==> src/rtl/phase_sched_pkg.sv <==
`default_nettype none
// ============================================================================
// Module      : phase_sched_pkg
// Description : Shared defaults, channel-count limits, channel-ID type and
//               FSM state encoding for the phase accumulator scheduler.
// Revision    : 1.0 - initial release
// ============================================================================
package phase_sched_pkg;

  localparam int DEF_INPUT_WIDTH       = 32;
  localparam int DEF_ACCUMULATOR_WIDTH = 32;
  localparam int DEF_N_CH              = 4;
  localparam int N_CH_MIN              = 2;
  localparam int N_CH_MAX              = 16;

  // Wide enough for the largest supported channel count
  typedef logic [$clog2(N_CH_MAX)-1:0] ch_id_t;

  // IDLE: output register empty, HOLD: output register holds a result
  typedef enum logic [0:0] {
    SCHED_IDLE = 1'b0,
    SCHED_HOLD = 1'b1
  } sched_state_e;

endpackage : phase_sched_pkg
`default_nettype wire

==> src/rtl/phase_accum_scheduler_rr_arbiter.sv <==
`default_nettype none
// ============================================================================
// Module      : rr_arbiter
// Description : Round-robin arbiter. Searches the request vector starting at
//               the channel after the last one granted and produces a one-hot
//               grant plus its index. The pointer only moves on advance.
// Revision    : 1.0 - initial release
// ============================================================================
module rr_arbiter
  import phase_sched_pkg::*;
#(
  parameter  int N_CH  = DEF_N_CH,
  localparam int IDX_W = $clog2(N_CH)
) (
  input  logic             clk,
  input  logic             rst,
  input  logic [N_CH-1:0]  req,
  input  logic             advance,
  output logic [N_CH-1:0]  grant,
  output logic [IDX_W-1:0] grant_idx
);

  ch_id_t ptr_q;
  ch_id_t ptr_d;
  int     cand;
  logic   found;

  // First asserted request at or after the pointer, wrapping around
  always_comb begin
    grant     = '0;
    grant_idx = '0;
    found     = 1'b0;
    cand      = 0;
    for (int k = 0; k < N_CH; k++) begin
      cand = int'(ptr_q) + k;
      if (cand >= N_CH) cand = cand - N_CH;
      if (!found && req[cand]) begin
        found       = 1'b1;
        grant[cand] = 1'b1;
        grant_idx   = IDX_W'(cand);
      end
    end
  end

  // Pointer moves to the channel after the granted one only when a grant is taken
  always_comb begin
    ptr_d = ptr_q;
    if (advance) begin
      ptr_d = (int'(grant_idx) == N_CH - 1) ? '0 : ch_id_t'(int'(grant_idx) + 1);
    end
  end

  // Pointer register
  always_ff @(posedge clk or posedge rst) begin
    if (rst) ptr_q <= '0;
    else     ptr_q <= ptr_d;
  end

endmodule : rr_arbiter
`default_nettype wire

==> src/rtl/phase_accum_scheduler.sv <==
`default_nettype none
// ============================================================================
// Module      : phase_accum_scheduler
// Description : N_CH phase accumulators sharing one adder. Channels are
//               served round-robin over per-channel AXI-Stream inputs; each
//               accepted sample updates its accumulator and the new phase is
//               presented on a registered output one cycle later.
//               Optional: define PHASE_WRAP_COUNT_EN to add m_twrap, a signed
//               per-channel cycle-slip counter registered with m_tdata.
// Revision    : 1.0 - initial release
// ============================================================================
module phase_accum_scheduler
  import phase_sched_pkg::*;
#(
  parameter  int INPUT_WIDTH       = DEF_INPUT_WIDTH,
  parameter  int ACCUMULATOR_WIDTH = DEF_ACCUMULATOR_WIDTH,
  parameter  int N_CH              = DEF_N_CH,
  localparam int ID_W              = $clog2(N_CH)
) (
  input  logic                          clk,
  input  logic                          rst,
  input  logic [N_CH*INPUT_WIDTH-1:0]   s_tdata,
  input  logic [N_CH-1:0]               s_tvalid,
  output logic [N_CH-1:0]               s_tready,
  input  logic [N_CH-1:0]               clr,
  output logic [ACCUMULATOR_WIDTH-1:0]  m_tdata,
  output logic [ID_W-1:0]               m_tuser,
`ifdef PHASE_WRAP_COUNT_EN
  output logic signed [15:0]            m_twrap,
`endif
  output logic                          m_tvalid,
  input  logic                          m_tready
);

  localparam int AW = ACCUMULATOR_WIDTH;
  localparam logic [0:0] ST_IDLE = SCHED_IDLE;
  localparam logic [0:0] ST_HOLD = SCHED_HOLD;

  logic [0:0]       state_q, state_d;
  logic [N_CH-1:0]  grant;
  logic [ID_W-1:0]  grant_idx;
  logic             can_accept;
  logic             accept;

  logic [AW-1:0]    acc_q [N_CH];
  logic [AW-1:0]    acc_d [N_CH];
  logic [INPUT_WIDTH-1:0] sel_data;
  logic [AW-1:0]    add_a, add_b, add_sum;

  logic [AW-1:0]    m_tdata_q, m_tdata_d;
  logic [ID_W-1:0]  m_tuser_q, m_tuser_d;

  rr_arbiter #(
    .N_CH (N_CH)
  ) u_arb (
    .clk       (clk),
    .rst       (rst),
    .req       (s_tvalid),
    .advance   (accept),
    .grant     (grant),
    .grant_idx (grant_idx)
  );

  // Handshake: only the granted channel sees ready, and only when the output can take a result
  always_comb begin
    can_accept = (state_q == ST_IDLE) || m_tready;
    s_tready   = grant & {N_CH{can_accept & ~rst}};
    accept     = |(s_tvalid & s_tready);
  end

  // Shared adder: granted accumulator (cleared first on a colliding clr) plus sign-extended sample
  always_comb begin
    sel_data = s_tdata[int'(grant_idx)*INPUT_WIDTH +: INPUT_WIDTH];
    add_a    = clr[grant_idx] ? '0 : acc_q[grant_idx];
    add_b    = AW'($signed(sel_data));
    add_sum  = add_a + add_b;
  end

  // Per-channel accumulator next state: accept wins, otherwise clr zeroes
  always_comb begin
    for (int i = 0; i < N_CH; i++) begin
      acc_d[i] = acc_q[i];
      if (accept && (int'(grant_idx) == i)) acc_d[i] = add_sum;
      else if (clr[i])                      acc_d[i] = '0;
    end
  end

  // Output register and FSM: load on accept, drain on m_tready otherwise
  always_comb begin
    state_d   = state_q;
    m_tdata_d = m_tdata_q;
    m_tuser_d = m_tuser_q;
    if (accept) begin
      state_d   = ST_HOLD;
      m_tdata_d = add_sum;
      m_tuser_d = grant_idx;
    end else if ((state_q == ST_HOLD) && m_tready) begin
      state_d   = ST_IDLE;
    end
  end

  // Accumulator, output and state registers
  always_ff @(posedge clk or posedge rst) begin
    if (rst) begin
      state_q   <= ST_IDLE;
      m_tdata_q <= '0;
      m_tuser_q <= '0;
      for (int i = 0; i < N_CH; i++) acc_q[i] <= '0;
    end else begin
      state_q   <= state_d;
      m_tdata_q <= m_tdata_d;
      m_tuser_q <= m_tuser_d;
      for (int i = 0; i < N_CH; i++) acc_q[i] <= acc_d[i];
    end
  end

  assign m_tdata  = m_tdata_q;
  assign m_tuser  = m_tuser_q;
  assign m_tvalid = (state_q == ST_HOLD);

`ifdef PHASE_WRAP_COUNT_EN
  logic          ovf_pos, ovf_neg;
  logic [15:0]   wrap_q [N_CH];
  logic [15:0]   wrap_d [N_CH];
  logic [15:0]   wrap_new;
  logic [15:0]   m_twrap_q, m_twrap_d;

  // Signed overflow of the shared add gives the slip direction
  always_comb begin
    ovf_pos  = ~add_a[AW-1] & ~add_b[AW-1] &  add_sum[AW-1];
    ovf_neg  =  add_a[AW-1] &  add_b[AW-1] & ~add_sum[AW-1];
    wrap_new = (clr[grant_idx] ? 16'd0 : wrap_q[grant_idx])
               + (ovf_pos ? 16'd1 : 16'd0) - (ovf_neg ? 16'd1 : 16'd0);
    for (int i = 0; i < N_CH; i++) begin
      wrap_d[i] = wrap_q[i];
      if (accept && (int'(grant_idx) == i)) wrap_d[i] = wrap_new;
      else if (clr[i])                      wrap_d[i] = '0;
    end
    m_twrap_d = accept ? wrap_new : m_twrap_q;
  end

  // Slip counters and their output register
  always_ff @(posedge clk or posedge rst) begin
    if (rst) begin
      m_twrap_q <= '0;
      for (int i = 0; i < N_CH; i++) wrap_q[i] <= '0;
    end else begin
      m_twrap_q <= m_twrap_d;
      for (int i = 0; i < N_CH; i++) wrap_q[i] <= wrap_d[i];
    end
  end

  assign m_twrap = m_twrap_q;
`endif

endmodule : phase_accum_scheduler
`default_nettype wire

==> config.mk <==
export PLATFORM = sky130hd
export DESIGN_NAME = phase_accum_scheduler
export DESIGN_NICKNAME = d
export VERILOG_FILES = /design/src/rtl/phase_sched_pkg.sv /design/src/rtl/phase_accum_scheduler_rr_arbiter.sv /design/src/rtl/phase_accum_scheduler.sv
export SDC_FILE = /design/constraint.sdc
export NUM_CORES = 1
export LEC_CHECK = 0
export ABC_AREA = 0
export BUFFER_PORTS_ARGS = -buffer_cell sky130_fd_sc_hd__buf_4
export CAP_MARGIN = 0
export CELL_PAD_IN_SITES_DETAIL_PLACEMENT = 1
export CELL_PAD_IN_SITES_GLOBAL_PLACEMENT = 2
export CORE_MARGIN = 4
export CORE_UTILIZATION = 32
export CTS_BUF_LIST = sky130_fd_sc_hd__clkbuf_8
export DETAILED_ROUTE_END_ITERATION = 12
export GPL_ROUTABILITY_DRIVEN = 0
export HOLD_SLACK_MARGIN = 0.12
export PLACE_DENSITY = 0.82
export RECOVER_POWER = 25
export SETUP_SLACK_MARGIN = 0.15
export SLEW_MARGIN = 20
export SYNTH_ARGS = -nofsm -noshare
export SYNTH_HDL_FRONTEND = slang
export SYNTH_HIERARCHICAL = 1
export SYNTH_SLANG_ARGS = --single-unit
==> constraint.sdc <==
create_clock -name clk -period 5.4 [get_ports clk]
set_clock_uncertainty 0.2 [all_clocks]
set_input_delay 0.81 -clock clk [delete_from_list [all_inputs] [get_ports clk]]
set_output_delay 0.81 -clock clk [all_outputs]
set_load 0.1 [all_outputs]
**After elaboration in Yosys (flattened, before gate mapping)**

Index checks and enable logic that the tools add are counted.

- Flip-flop bits (word level): 167
- Output and inout port bits: 39
- Word-level logic and storage cells: 119
- Input bits: 139

- $lt $le $gt $ge: 14
- Reduce and logical (&&, ||, !) cells: 23
- Add/sub/neg operators: 9
- Equality and inequality tests: 3
- Mux-type cells: 52
- Bitwise logic cells: 9
- Shifts and indexed selects: 1

Operators by type and width:

| cell | number |
|---|---|
| two-way mux 32 bit | 15 |
| greater-or-equal comparator 32 x 1 -> 1 bit (second input constant) | 4 |
| < comparator 32 x 4 -> 1 bit (second input constant) | 4 |
| variable part select 128 x 8 -> 32 bit | 1 |
| greater-or-equal comparator 32 x 4 -> 1 bit (second input constant) | 3 |
| subtractor 32 x 4 -> 32 bit (second input constant) | 3 |
| binary-select mux 32 bit (select 2 bit) | 1 |
| adder 32 bit | 1 |
| two-way mux 4 bit | 5 |
| two-way mux 1 bit | 18 |
| logical AND 1 bit | 12 |
| bitwise OR 4 bit | 3 |
| adder 4 x 2 -> 5 bit (second input constant) | 2 |
| binary-select mux 1 bit (select 2 bit) | 5 |
| nonzero test 2 bit | 5 |
| bitwise AND 4 bit | 2 |
| demux 1 bit (select 2 bit) | 4 |
| two-way mux 2 bit | 4 |
| adder 4 x 1 -> 5 bit (second input constant) | 1 |
| subtractor 4 x 3 -> 5 bit (second input constant) | 1 |
| equality test 2 bit (second input constant) | 2 |
| greater-or-equal comparator 4 x 3 -> 1 bit (second input constant) | 1 |
| OR reduction 4 bit | 1 |
| adder 2 x 1 -> 3 bit (second input constant) | 1 |
| 9 further kinds | 12 |

**Longest topological paths before layout**

- Word-level depth: 22
- Gate-level depth with buffers: 22
- Depth with buffers taken out: 17

**Modules after synthesis**

The synthesis kept the hierarchy.

Modules (own cells, without submodules):

| module | times used | sequential area each (sq um) | cells each | area each (sq um) |
|---|---|---|---|---|
| phase_accum_scheduler | 1 | 4078.9 | 1081 | 10453.8 |
| rr_arbiter | 1 | 50.0 | 53 | 495.5 |

**Worst setup path after synthesis**

Ideal clock, no wire load.

- Kind: in2reg
- Start point: input rst
- End point: register acc_q[92] (netlist bit)
- Slack: -1317 ps
- Path buffers: 2
- Stages on the path: 9
- Setup time: 139 ps
- Data arrival time: 6378 ps
- Path through: inv_1 o211ai_1 inv_1 clkbuf_1 nand3b_1 buf_2 and3_1 a311oi_1 o211ai_1

- Word-level cells in the longest chain between the ends: 7
- Elaborated cells between the ends (all ways): 8
- Classes of those cells: mux: 1; bitwise: 4; reduce/logical: 3

Ends and longest elaborated chain:

| element | RTL line | text |
|---|---|---|
| start: declaration | phase_accum_scheduler.sv:21 | `input logic rst,` |
| inverter 1 bit * | phase_accum_scheduler.sv:67 | `s_tready = grant & {N_CH{can_accept & ~rst}};` |
| bitwise AND 1 bit * | phase_accum_scheduler.sv:67 |  |
| bitwise AND 4 bit * | phase_accum_scheduler.sv:67 |  |
| bitwise AND 4 bit * | phase_accum_scheduler.sv:68 | `accept = \|(s_tvalid & s_tready);` |
| OR reduction 4 bit * | phase_accum_scheduler.sv:68 |  |
| logical AND 1 bit * | phase_accum_scheduler.sv:83 | `if (accept && (int'(grant_idx) == i)) acc_d[i] = add_sum;` |
| two-way mux 32 bit or nonzero test 2 bit (tied branches) | -- |  |
| end: declaration | phase_accum_scheduler.sv:45 | `logic [AW-1:0] acc_q [N_CH];` |

Every way passes the cells marked *; elsewhere a longest branch is shown, timed or not.
A chain may end at the register's enable or synchronous reset.

**Final worst setup path**

- Start point: register u_arb.ptr_q[0]
- End point: register acc_q[62] (netlist bit)

- Word-level cells in the longest chain between the ends: 22
- Elaborated cells between the ends (all ways): 83
- Classes of those cells: add/sub: 8; order compare: 12; eq/ne: 1; shift: 1; mux: 42; bitwise: 6; reduce/logical: 13

Ends and longest elaborated chain:

| element | RTL line | text |
|---|---|---|
| start: declaration | phase_accum_scheduler_rr_arbiter.sv:23 | `ch_id_t ptr_q;` |
| start signal: assignment | phase_accum_scheduler_rr_arbiter.sv:56 | `else ptr_q <= ptr_d;` |
| parallel branches: the longest is 14 deep, another holds subtractor 32 x 4 -> 32 bit | -- |  |
| two-way mux 2 bit * | phase_accum_scheduler_rr_arbiter.sv:37 | `if (!found && req[cand]) begin` |
| via grant_idx[1] | phase_accum_scheduler.sv:41 | `logic [ID_W-1:0] grant_idx;` |
| parallel branches: the longest is 7 deep, another holds adder 32 bit | -- |  |

Mark *: on every way through the listed nets, which the timed path passes. The select of a mux whose other input is x is not followed.

==> results.cfg <==
[outcome]
outcome = finished clean

[layout]
n_fill_cell = 3859
final_cell_count_no_fill = 1873
fin_util = 0.427
syn_to_final_growth_pct = 31.1
num-nets-final = 1590
insertedDiodeCount = 0
layout-drive-gt1-share = 0.336

[sta]
hold_slack_ns = 0.288
hold_viol_final = 0
maxSlewViolCount = 0
setup_violations = 0
max_freq_mhz = 196
period_share = 0.947
rsz0062_at_grt = true
relSlewSlack = 0.0439
tns_ns = 0
tightest_slew_ns = 1.43
fin_crit_ns = 5.11

[worst_hold_path]
hold_class = flip-flop to flip-flop
hp-start = m_tdata[0]

[yosys]
synth_seq_cells = 165
synth_top_area_share = 0.377
synth_seq_area_share = 0.377
synth_warnings = 6
syn_inst = 1134
synth_commonest_cells = 165 x dfrtp_1, 141 x nand3_1, 97 x o21ai_0
synth_area_leaders = dfrtp_1 38%, mux4_2 14%, nand3_1 6.4%, o21ai_0 4.4%, ha_1 4.3%
synth_top_cell_by_area = dfrtp_1
syn_area_per_cell_um2 = 9.66
syn-num-nets = 1312
synth_cell_types = 78
synth_edf_count = 0
synthFlopType = dfrtp_1
yosysMostFrequentCell = dfrtp_1
syn_area_mm2 = 0.0109
async_flop_share = 1.00

[global_route]
grtUsageTotal = 0.210
grt_pass1_vias = 11000
grt_pass1_wl_mm = 61.4
grt_max_degree = 75
grt-ovfl-total = 0
antenna_found_initial = 0

[drt]
drt-total-wl_mm = 39.5
drtIter0Drc = 518
drc = 0
routedWlPerCell_um = 21.1
viasPerCell = 5.62
first_pass_iters = 5
antenna_left = 0
vias = 10500

[floorplan]
ioPinCount = 178
dieArea_mm2 = 0.0372
fp.dieH_um = 193
core_area_mm2 = 0.0336
initial_utilization = 0.326
row_count = 67
fp.dieW_um = 193

[clock_network]
cts.path.max_buffers = 2
insertion_delay_ns = 0.49
clock-sinks = 165
clockRootBuffer = clkbuf_8
h-tree-depth = 4
path_clk_slew_ns = 0.10
cts_made_buffers = 17
tritoncts = built

[flow_run]
maxCapViolCount = 0

[critical_path]
crit_path_start = u_arb/ptr_q[0]
worstSetupEndpointType = flip-flop
startpoint_type = flip-flop
path_class = flip-flop to flip-flop
cp_max_fo = 11
rr_startpoint = u_arb/ptr_q[0]
critPathArrivalTime_ns = 5.32
cp.required_ns = 5.60

[placement]
port_buffers = 177
dp.cells = 1824
hpwl_mm = 28.6
-- path summary, 6_finish.rpt --
check | endpoint | slack [ns] | cells after the start
min in group asynchronous | u_arb/ptr_q[0] | 0.57 | 3
worst min register to register | m_tdata[0] | 0.29 | 2
worst max-delay path | acc_q[62] | 0.29 | 19
worst max register to register | acc_q[62] | 0.29 | 19
worst min-delay path | m_tdata[0] | 0.29 | 2
max in group asynchronous | acc_q[1] | 2.22 | 5
-- area by class of cell --
type,instances,area [µm²],area share
clock buffer,17,234,0.0163
sequential,165,4130,0.288
inverter,16,61.3,0.00427
timing repair buffer,356,2640,0.184
clock inverter,15,200,0.0139
tap,448,561,0.0391
multi-input combinational,856,6530,0.455
-- cell usage in the layout (no fill, tap or decap), types with 4 or more instances in the layout --
cell type and instances:
mux2i_1 6, clkbuf_8 17, inv_8 7, a211oi_2 4, a21oi_1 51, a31oi_1 16, buf_12 8, nand2_1 84
xnor2_1 8, nor2b_1 33, a22oi_1 10, or2_2 4, mux4_2 68, o21bai_1 4, o21ai_0 97, o21ai_1 45
a21o_1 18, inv_1 9, ha_1 33, dfrtp_1 165, nand4_1 26, o211ai_1 9, clkinv_8 4, nand3_1 140
nor3_1 15, xor2_1 10, or4_1 8, nor2_1 37, a21oi_2 4, or3_1 11, buf_4 309, o21a_1 6
and3_1 21, o31ai_1 6, clkbuf_1 36
-- metrics by stage --
stage / worst slack [ns] / area (µm²)
finish: 0.286 / 14400
global route: 0.0838 / 14400
CTS: 0.146 / 14300
detailed placement: -0.346 / 13800
global placement: -0.161 / 13800
floorplan: 0.136 / 11100
-- kinds of logic after synthesis --
group,count (synthesis),share of synthesized area
buffers and inverters,114,0.0433
adders and majority gates,39,0.0453
xor gates and xnor gates,18,0.0144
AOI/OAI and AO/OA,313,0.177
muxes,77,0.150
DFF,165,0.377
and+or+nand+nor,408,0.193
-- repair_timing --
| item | in CTS | in global routing |
|---|---|---|
| pin swaps | 0 | 7 |
| cloned | 0 | 1 |
| endpoints found under the hold margin | 2 | 0 |
| setup buffers | 0 | 15 |
| endpoints found under the setup margin | 11 | 100 |
| hold buffers | 1 | 0 |
| resized for setup | 3 | 23 |
-- registers in the layout, summed over array words and instances (netlist names) --
name and flops:
u_arb/ptr_q 2, m_tdata 32, m_tvalid 1, acc_q 128
m_tuser 2
-- per-layer routing --
| metal | wire, µm | vias to the layer above | global-route usage |
|---|---|---|---|
| li1 | - | 4827 | - |
| met1 | 16900 | 5383 | 0.272 |
| met2 | 19900 | 273 | 0.372 |
| met3 | 1970 | 39 | 0.0286 |
| met4 | 695 | 0 | 0.0493 |
| met5 | 0 | - | 0 |
-- worst max-delay path, stage by stage (launching register included) --
cell	delay, ns
dfrtp_1	0.40
buf_6	0.17
mux4_2	0.54
nand2b_4	0.18
or4_4	0.53
nand2_8	0.12
buf_4	0.18
buf_4	0.16
mux4_2	0.28
nor2b_1	0.14
ha_1	0.32
buf_4	0.17
o21a_1	0.15
nor2_1	0.07
o22ai_2	0.22
a221oi_2	0.10
buf_4	0.17
a2111o_1	0.45
or3_1	0.38
nand3_1	0.11
Power is left out: the tool's default activity adds up to more than one toggle a clock period on the data nets, which glitch-free logic cannot reach.
